--- src/rtl/instr_fetch_unit_if.sv ---
// Fetch-side bus bundle: instruction ROM read port plus the decode valid/ready link.
interface instr_fetch_unit_if #(
   parameter int unsigned DATA_WIDTH = 32
) ();

   logic                  fetch_en;
   logic                  redirect_valid;
   logic [DATA_WIDTH-1:0] redirect_pc;
   logic                  rom_read;
   logic [DATA_WIDTH-1:0] rom_addr;
   logic [DATA_WIDTH-1:0] rom_data;
   logic                  if_valid;
   logic                  if_ready;
   logic [DATA_WIDTH-1:0] if_instr;
   logic [DATA_WIDTH-1:0] if_pc;

   // The fetch unit drives ROM requests and the decode-facing head.
   modport master (
      input  fetch_en, redirect_valid, redirect_pc, rom_data, if_ready,
      output rom_read, rom_addr, if_valid, if_instr, if_pc
   );

   // Environment side: control inputs, the ROM and the decode stage.
   modport slave (
      output fetch_en, redirect_valid, redirect_pc, rom_data, if_ready,
      input  rom_read, rom_addr, if_valid, if_instr, if_pc
   );

endinterface

--- src/rtl/instr_fetch_unit.sv ---
// Instruction fetch: owns the PC, issues 1-cycle-latency ROM reads and buffers
// {pc, instr} in a small FIFO for decode. Redirects drop in-flight and buffered fetches.
module instr_fetch_unit #(
   parameter int unsigned                  DATA_WIDTH = 32,
   parameter logic [DATA_WIDTH-1:0]        RESET_PC   = DATA_WIDTH'(32'h0100_0000),
   parameter int unsigned                  FIFO_DEPTH = 2
) (
   input  logic                  clk,
   input  logic                  rst,
   instr_fetch_unit_if.master    bus
);

   localparam int unsigned PW = (FIFO_DEPTH > 1) ? $clog2(FIFO_DEPTH) : 1;
   localparam int unsigned CW = $clog2(FIFO_DEPTH + 1);
   localparam int unsigned OW = CW + 1;

   logic [DATA_WIDTH-1:0] pc_q, pc_d;
   logic [DATA_WIDTH-1:0] pend_pc_q, pend_pc_d;
   logic                  pend_q, pend_d;
   logic [CW-1:0]         cnt_q, cnt_d;
   logic [PW-1:0]         wr_q, wr_d;
   logic [PW-1:0]         rd_q, rd_d;
   logic [DATA_WIDTH-1:0] mem_pc_q    [FIFO_DEPTH];
   logic [DATA_WIDTH-1:0] mem_instr_q [FIFO_DEPTH];

   logic                  pop_c;
   logic                  push_c;
   logic                  issue_c;
   logic [OW-1:0]         occ_c;

   function automatic logic [PW-1:0] ptr_inc(input logic [PW-1:0] p);
      return (p == PW'(FIFO_DEPTH - 1)) ? '0 : p + PW'(1);
   endfunction

   // Handshake terms and the issue rule: only issue when the response is sure to find a slot.
   always_comb begin
      pop_c   = (cnt_q != '0) & bus.if_ready;
      push_c  = pend_q & ~bus.redirect_valid;
      occ_c   = OW'(cnt_q) + OW'(pend_q) - OW'(pop_c);
      issue_c = rst & bus.fetch_en & ~bus.redirect_valid & (occ_c < OW'(FIFO_DEPTH));
   end

   // Next-state for PC, in-flight tracking and FIFO pointers.
   always_comb begin
      pc_d      = pc_q;
      pend_d    = issue_c;
      pend_pc_d = pend_pc_q;
      cnt_d     = cnt_q;
      wr_d      = wr_q;
      rd_d      = rd_q;
      if (issue_c) begin
         pc_d      = pc_q + DATA_WIDTH'(4);
         pend_pc_d = pc_q;
      end
      if (bus.redirect_valid) begin
         // A same-cycle pop is consumed by decode; everything else is discarded.
         pc_d  = bus.redirect_pc & ~DATA_WIDTH'(3);
         cnt_d = '0;
         wr_d  = '0;
         rd_d  = '0;
      end else begin
         if (push_c) wr_d = ptr_inc(wr_q);
         if (pop_c)  rd_d = ptr_inc(rd_q);
         cnt_d = CW'(OW'(cnt_q) + OW'(push_c) - OW'(pop_c));
      end
   end

   // Control state registers.
   always_ff @(posedge clk or negedge rst) begin
      if (!rst) begin
         pc_q      <= RESET_PC;
         pend_q    <= 1'b0;
         pend_pc_q <= '0;
         cnt_q     <= '0;
         wr_q      <= '0;
         rd_q      <= '0;
      end else begin
         pc_q      <= pc_d;
         pend_q    <= pend_d;
         pend_pc_q <= pend_pc_d;
         cnt_q     <= cnt_d;
         wr_q      <= wr_d;
         rd_q      <= rd_d;
      end
   end

   // FIFO storage; the ROM response lands at the write pointer.
   always_ff @(posedge clk or negedge rst) begin
      if (!rst) begin
         for (int i = 0; i < FIFO_DEPTH; i++) begin
            mem_pc_q[i]    <= '0;
            mem_instr_q[i] <= '0;
         end
      end else if (push_c) begin
         mem_pc_q[wr_q]    <= pend_pc_q;
         mem_instr_q[wr_q] <= bus.rom_data;
      end
   end

   assign bus.rom_read = issue_c;
   assign bus.rom_addr = pc_q;
   assign bus.if_valid = (cnt_q != '0);
   assign bus.if_instr = mem_instr_q[rd_q];
   assign bus.if_pc    = mem_pc_q[rd_q];

endmodule

--- src/flat_wrapper.sv ---
// flat-port wrapper written by rule: the top's interface ports become plain ports
module instr_fetch_unit_flat 
#(
   parameter int unsigned                  DATA_WIDTH = 32,
   parameter logic [DATA_WIDTH-1:0]        RESET_PC   = DATA_WIDTH'(32'h0100_0000),
   parameter int unsigned                  FIFO_DEPTH = 2
)
  (clk, rst, bus_fetch_en, bus_redirect_valid, bus_redirect_pc, bus_rom_data, bus_if_ready, bus_rom_read, bus_rom_addr, bus_if_valid, bus_if_instr, bus_if_pc);
  instr_fetch_unit_if #(.DATA_WIDTH(DATA_WIDTH)) bus_i ();
  input  logic clk;
  input  logic rst;
  input wire logic [$bits(bus_i.fetch_en)-1:0] bus_fetch_en;
  input wire logic [$bits(bus_i.redirect_valid)-1:0] bus_redirect_valid;
  input wire logic [$bits(bus_i.redirect_pc)-1:0] bus_redirect_pc;
  input wire logic [$bits(bus_i.rom_data)-1:0] bus_rom_data;
  input wire logic [$bits(bus_i.if_ready)-1:0] bus_if_ready;
  output wire logic [$bits(bus_i.rom_read)-1:0] bus_rom_read;
  output wire logic [$bits(bus_i.rom_addr)-1:0] bus_rom_addr;
  output wire logic [$bits(bus_i.if_valid)-1:0] bus_if_valid;
  output wire logic [$bits(bus_i.if_instr)-1:0] bus_if_instr;
  output wire logic [$bits(bus_i.if_pc)-1:0] bus_if_pc;
  assign bus_i.fetch_en = bus_fetch_en;
  assign bus_i.redirect_valid = bus_redirect_valid;
  assign bus_i.redirect_pc = bus_redirect_pc;
  assign bus_i.rom_data = bus_rom_data;
  assign bus_i.if_ready = bus_if_ready;
  assign bus_rom_read = bus_i.rom_read;
  assign bus_rom_addr = bus_i.rom_addr;
  assign bus_if_valid = bus_i.if_valid;
  assign bus_if_instr = bus_i.if_instr;
  assign bus_if_pc = bus_i.if_pc;
  instr_fetch_unit #(.DATA_WIDTH(DATA_WIDTH), .RESET_PC(RESET_PC), .FIFO_DEPTH(FIFO_DEPTH)) u_core (.clk(clk), .rst(rst), .bus(bus_i));
endmodule
--- config.mk ---
export PLATFORM = sky130hd
export DESIGN_NAME = instr_fetch_unit_flat
export DESIGN_NICKNAME = d
export VERILOG_FILES = /design/src/rtl/instr_fetch_unit_if.sv /design/src/rtl/instr_fetch_unit.sv /design/src/flat_wrapper.sv
export SDC_FILE = /design/constraint.sdc
export NUM_CORES = 1
export LEC_CHECK = 0
export ABC_AREA = 1
export ABC_CLOCK_PERIOD_IN_PS = 5400
export CORE_MARGIN = 10
export CORE_UTILIZATION = 57
export DETAILED_ROUTE_END_ITERATION = 7
export GPL_ROUTABILITY_DRIVEN = 0
export PLACE_DENSITY = 0.86
export SLEW_MARGIN = 10
export SYNTH_ARGS = -nofsm -noshare
export SYNTH_HDL_FRONTEND = slang
export SYNTH_SLANG_ARGS = --single-unit
--- constraint.sdc ---
create_clock -name clk -period 5.4 [get_ports clk]
set_input_delay 1.08 -clock clk [delete_from_list [all_inputs] [get_ports clk]]
set_output_delay 1.08 -clock clk [all_outputs]
set_load 0.1 [all_outputs]
Word-level counts from Yosys, hierarchy flattened. Index checks and enable logic that the tools add are counted.

Bits in registers: 197. Input bits: 69. Logic and storage cells: 53.

Add/sub/neg operators: 7. $lt $le $gt $ge: 4. Mux-type cells: 19. Bitwise operators: 8. Reductions and logical operators: 5.

Operator list (count): two-way mux 32 bit (9); bitwise mux 64 bit (2); adder 32 x 3 -> 32 bit (second input constant) (1); demux 32 bit (select 1 bit) (1); nonzero test 2 bit (4); two-way mux 1 bit (6); bitwise AND 1 bit (5); greater-or-equal comparator 2 bit (second input constant) (2); NOT 1 -> 2 bit (2); adder 2 x 1 -> 3 bit (1); less-than comparator 3 x 2 -> 1 bit (second input constant) (1); subtractor 3 x 1 -> 3 bit (1); adder 1 bit (second input constant) (2); adder 2 x 1 -> 2 bit (1); less-than comparator 2 x 1 -> 1 bit (second input constant) (1); two-way mux 2 bit (1); subtractor 2 x 1 -> 2 bit (1); logical AND 1 bit (1); NOT 1 bit (1).

Depth between registers and ports, before layout.
Depth after elaboration: 7. Mapped depth: 16.

Worst setup path after synthesis. No wires, ideal clock.

Path type: flip-flop to output port. Start point: register u_core.cnt_q[1]. End point: output bus_rom_read. Arrival: 3.015 ns. Data required time: 4.320 ns. Path slack: 1.305 ns. Stages on the path, launching flop included: 12. Path buffers: 1. Cell sequence: dfrtp_1 > inv_1 > nand2_1 > nand2_1 > nor2_1 > o21ai_0 > fa_1 > nand2_1 > nor2_4 > nand2_4 > inv_2 > buf_2.

Cells in the longest elaborated chain, start to end: 5.

RTL lines: start: declaration (RTL line instr_fetch_unit.sv:20) `logic [CW-1:0] cnt_q, cnt_d;`; start signal: assignment (RTL line instr_fetch_unit.sv:81) `cnt_q <= cnt_d;`; nonzero test 2 bit; named net bus_if_valid (RTL line flat_wrapper.sv:19) `output wire logic [$bits(bus_i.if_valid)-1:0] bus_if_valid;`; bitwise AND 1 bit (RTL line instr_fetch_unit.sv:37) `pop_c = (cnt_q != '0) & bus.if_ready;`; subtractor 3 x 1 -> 3 bit (RTL line instr_fetch_unit.sv:39) `occ_c = OW'(cnt_q) + OW'(pend_q) - OW'(pop_c);`; less-than comparator 3 x 2 -> 1 bit (RTL line instr_fetch_unit.sv:40) `issue_c = rst & bus.fetch_en & ~bus.redirect_valid & (occ_c < OW'(FIFO_DEPTH));`; bitwise AND 1 bit (RTL line instr_fetch_unit.sv:40); end: declaration (RTL line flat_wrapper.sv:17) `output wire logic [$bits(bus_i.rom_read)-1:0] bus_rom_read;`.

The timed path passes the listed nets, and every way through them passes these cells.

Final worst setup path.
Start point: input bus_if_ready. End point: output bus_rom_read.

Cells in the longest elaborated chain, start to end: 4.

RTL lines: start: declaration (RTL line flat_wrapper.sv:16) `input wire logic [$bits(bus_i.if_ready)-1:0] bus_if_ready;`; bitwise AND 1 bit (RTL line instr_fetch_unit.sv:37); subtractor 3 x 1 -> 3 bit (RTL line instr_fetch_unit.sv:39); less-than comparator 3 x 2 -> 1 bit (RTL line instr_fetch_unit.sv:40); bitwise AND 1 bit (RTL line instr_fetch_unit.sv:40).

No other way between the ends.

==> impl_metrics.tcl <==
set metrics [dict create \
    outcome "finished clean" \
    min_path_cells 2 \
    r2r_cells 14 \
    synth.area.top_cells "dfrtp_1 52%, nand2_1 20%, o21ai_0 8.6%" \
    synth_top_cell_area_share_pct 52.20 \
    slowest_stage "clkdlybuf4s50_1" \
    crit_buf_inv 3 \
    cts_resized 0 \
    grt_use_met3_pct 5.154 \
    ys.flop_type "dfrtp_1" \
    wl_per_cell_um 14.87 \
    synthArstFlopShare_pct 100.0 \
    area_growth_pct 25.11 \
    synthDistinctLibCells 28 \
    crit_path_frequent_cell "nand2_1" \
    yosysSeqAreaShare_pct 52.49 \
    coreArea_mm2 0.01537 \
    worst_pin_slew_ns 1.138 \
    worst_setup_path_start_kind "input port" \
    drive_above_1_share_pct 4.959 \
    vias_per_cell 5.161 \
    start_util_pct 58.63 \
    hold_viol 0 \
    crit_type "in -> out" \
    maxCapViolations 0 \
    clock_path_buffers 2 \
    arrival_ns 3.45 \
    rsz0062_at_grt "false" \
    syn_avg_cell_area_um2 7.580 \
    cts_max_level 4 \
    synthesis.area_mm2 0.009012 \
    drtAntennaViolNets 0 \
    rows 45 \
    diodes 0 \
    fin_util_pct 73.36 \
    yosys_warnings 0 \
    max_freq_mhz 220.7 \
    required_ns 4.32 \
    vias 7958 \
    synth_edf_count 0 \
    grt_pass1_wl_um 37720 \
    finalSetupViolCount 0 \
    crit_path_cell_trace "clkdlybuf4s50_1 > nand2_1 > nor2_1 > o21ai_0 > fa_1 > nand2_1 > nor2_4 > nand2_4 > inv_2 > buf_12" \
    dp_hpwl_um 15230 \
    synth_most_common_cell "nand2_1" \
    overflow 0 \
    fin_crit_sh_pct 83.92 \
    die-area_mm2 0.02124 \
    grt_pass1_vias 7582 \
    setup_ws_ns 0.8685 \
    synthTopCellsByCount "479 x nand2_1, 188 x dfrtp_1, 155 x o21ai_0, 128 x inv_1, 61 x nand3_1" \
    boundaryPins 167 \
    top_usage_layer "met2" \
    drt-initial-drc-count 614 \
    clkSinkCount 189 \
    use_met1_pct 28.75 \
    synth_cells 1189 \
    routed_wl_um 22930 \
    path_delay_family "buffers and inverters" \
    cts_setup_buffers 0 \
    finalNetCount 1391 \
    worst_hold_path_type "reg -> reg" \
    pre_cts_ws_ns 0.9633 \
    ctsRootBufferMaster "clkbuf_16" \
    crit_cells 10 \
    setup_tns_ns 0 \
    die_h_um 145.7 \
    synth_seq_cells 189 \
    design_area_mm2 0.01128 \
    drtPass1Iterations 5 \
    relSlewSlack_pct 24.17 \
    track_usage_pct 21.40 \
    insertion_delay_ns 0.43 \
    placed_area_mm2 0.01066 \
    met2_usage_pct 33.46 \
    period_needed_ns 4.531 \
    finalMaxSlewViolations 0 \
    cp_max_fo 24 \
    crit_path_max_incr_delay_ns 0.50 \
    drc 0 \
    cts_hold_buf 0 \
    port_buffers 160 \
    antenna_found_initial 0 \
    synth_area_leader_cell "dfrtp_1" \
    cts_tree "built" \
    grt_start_max_net_pins 126 \
    crit_path_end_kind "output port" \
    finalClockSkew_ns 0.009838 \
    die-width_um 145.7 \
    cts_buffers 17 \
    path_clk_slew_ns 0.06 \
]
## final timing paths
| check | from | endpoint | slack, ns |
|---|---|---|---|
| setup / recovery | bus_if_ready | bus_rom_read | 0.87 |
| hold / removal | u_core.mem_instr_q[4] | u_core.mem_instr_q[4] | 0.48 |
| setup reg to reg | u_core.cnt_q[1] | u_core.bus.rom_addr[7] | 2.09 |
| hold reg to reg | u_core.mem_instr_q[4] | u_core.mem_instr_q[4] | 0.48 |
| max in group asynchronous | rst | u_core.rd_q | 3.44 |
| min in group asynchronous | rst | u_core.mem_instr_q[23] | 0.56 |
## cell families (layout without fill, tap and decap cells)
| family | after synthesis | count (layout) | synth area share, % |
|---|---|---|---|
| DFF | 189 | 189 | 52.49 |
| xor gates and xnor gates | 4 | 4 | 0.3888 |
| adders and majority gates | 4 | 4 | 0.6387 |
| buffers and inverters | 190 | 329 | 8.830 |
| and+or+nand+nor | 624 | 624 | 27.67 |
| AOI/OAI and AO/OA | 177 | 177 | 9.940 |
| other | 1 | 4 | 0.04161 |
## cells in the final DEF, fill, tap and decap left out, types with 4 or more instances in the layout
master / netlist / routed
o21ai_0: 155 / 155
o211ai_1: 4 / 4
o21ai_1: 4 / 4
clkdlybuf4s50_1: 0 / 158
a21oi_1: 14 / 14
nor2_2: 15 / 15
nand3_1: 61 / 61
dfrtp_1: 188 / 187
nor2_1: 60 / 60
nand2_1: 479 / 479
clkbuf_8: 0 / 4
clkbuf_16: 0 / 17
buf_4: 6 / 6
inv_1: 128 / 128
conb_1: 1 / 4
## state kept, by name (all words and copies together), names as in the netlist
| name | count |
|---|---|
| u_core.rd_q | 1 |
| u_core.pend_pc_q | 30 |
| u_core.bus.rom_addr | 30 |
| u_core.pend_q | 1 |
| u_core.mem_instr_q | 64 |
| u_core.mem_pc_q | 60 |
| u_core.cnt_q | 2 |
| u_core.wr_q | 1 |
## tightest hold or removal path: stages (launching register included)
cell and delay (ns):
dfrtp_1 0.34, nand2_1 0.05, o21ai_0 0.06
## through the flow
stage                     hold slack (ns)  instances
after CTS                          0.4884       1542
after detailed placement           0.4728       1510
after global placement             0.4651       1510
final                              0.4831       1542
after floorplan                    0.4529       1192
after global routing               0.5011       1542
## metal layers
metal  wire [um]  vias to the layer above
met5           0                        -
met4         476                        0
met3        1509                       39
met2       10730                      258
met1       10210                     3734
li1            -                     3927
## final cells by class
type	count	area, um^2
clock buffer	23	488.0
clock inverter	9	132.6
fill	1183	4095
inverter	131	494.2
multi-input combinational	813	3507
sequential	189	4732
tap	211	264.0
timing repair buffer	166	1658
Power is not shown: default switching activity piles up to over one toggle a cycle in this logic, so the estimate is an artifact.
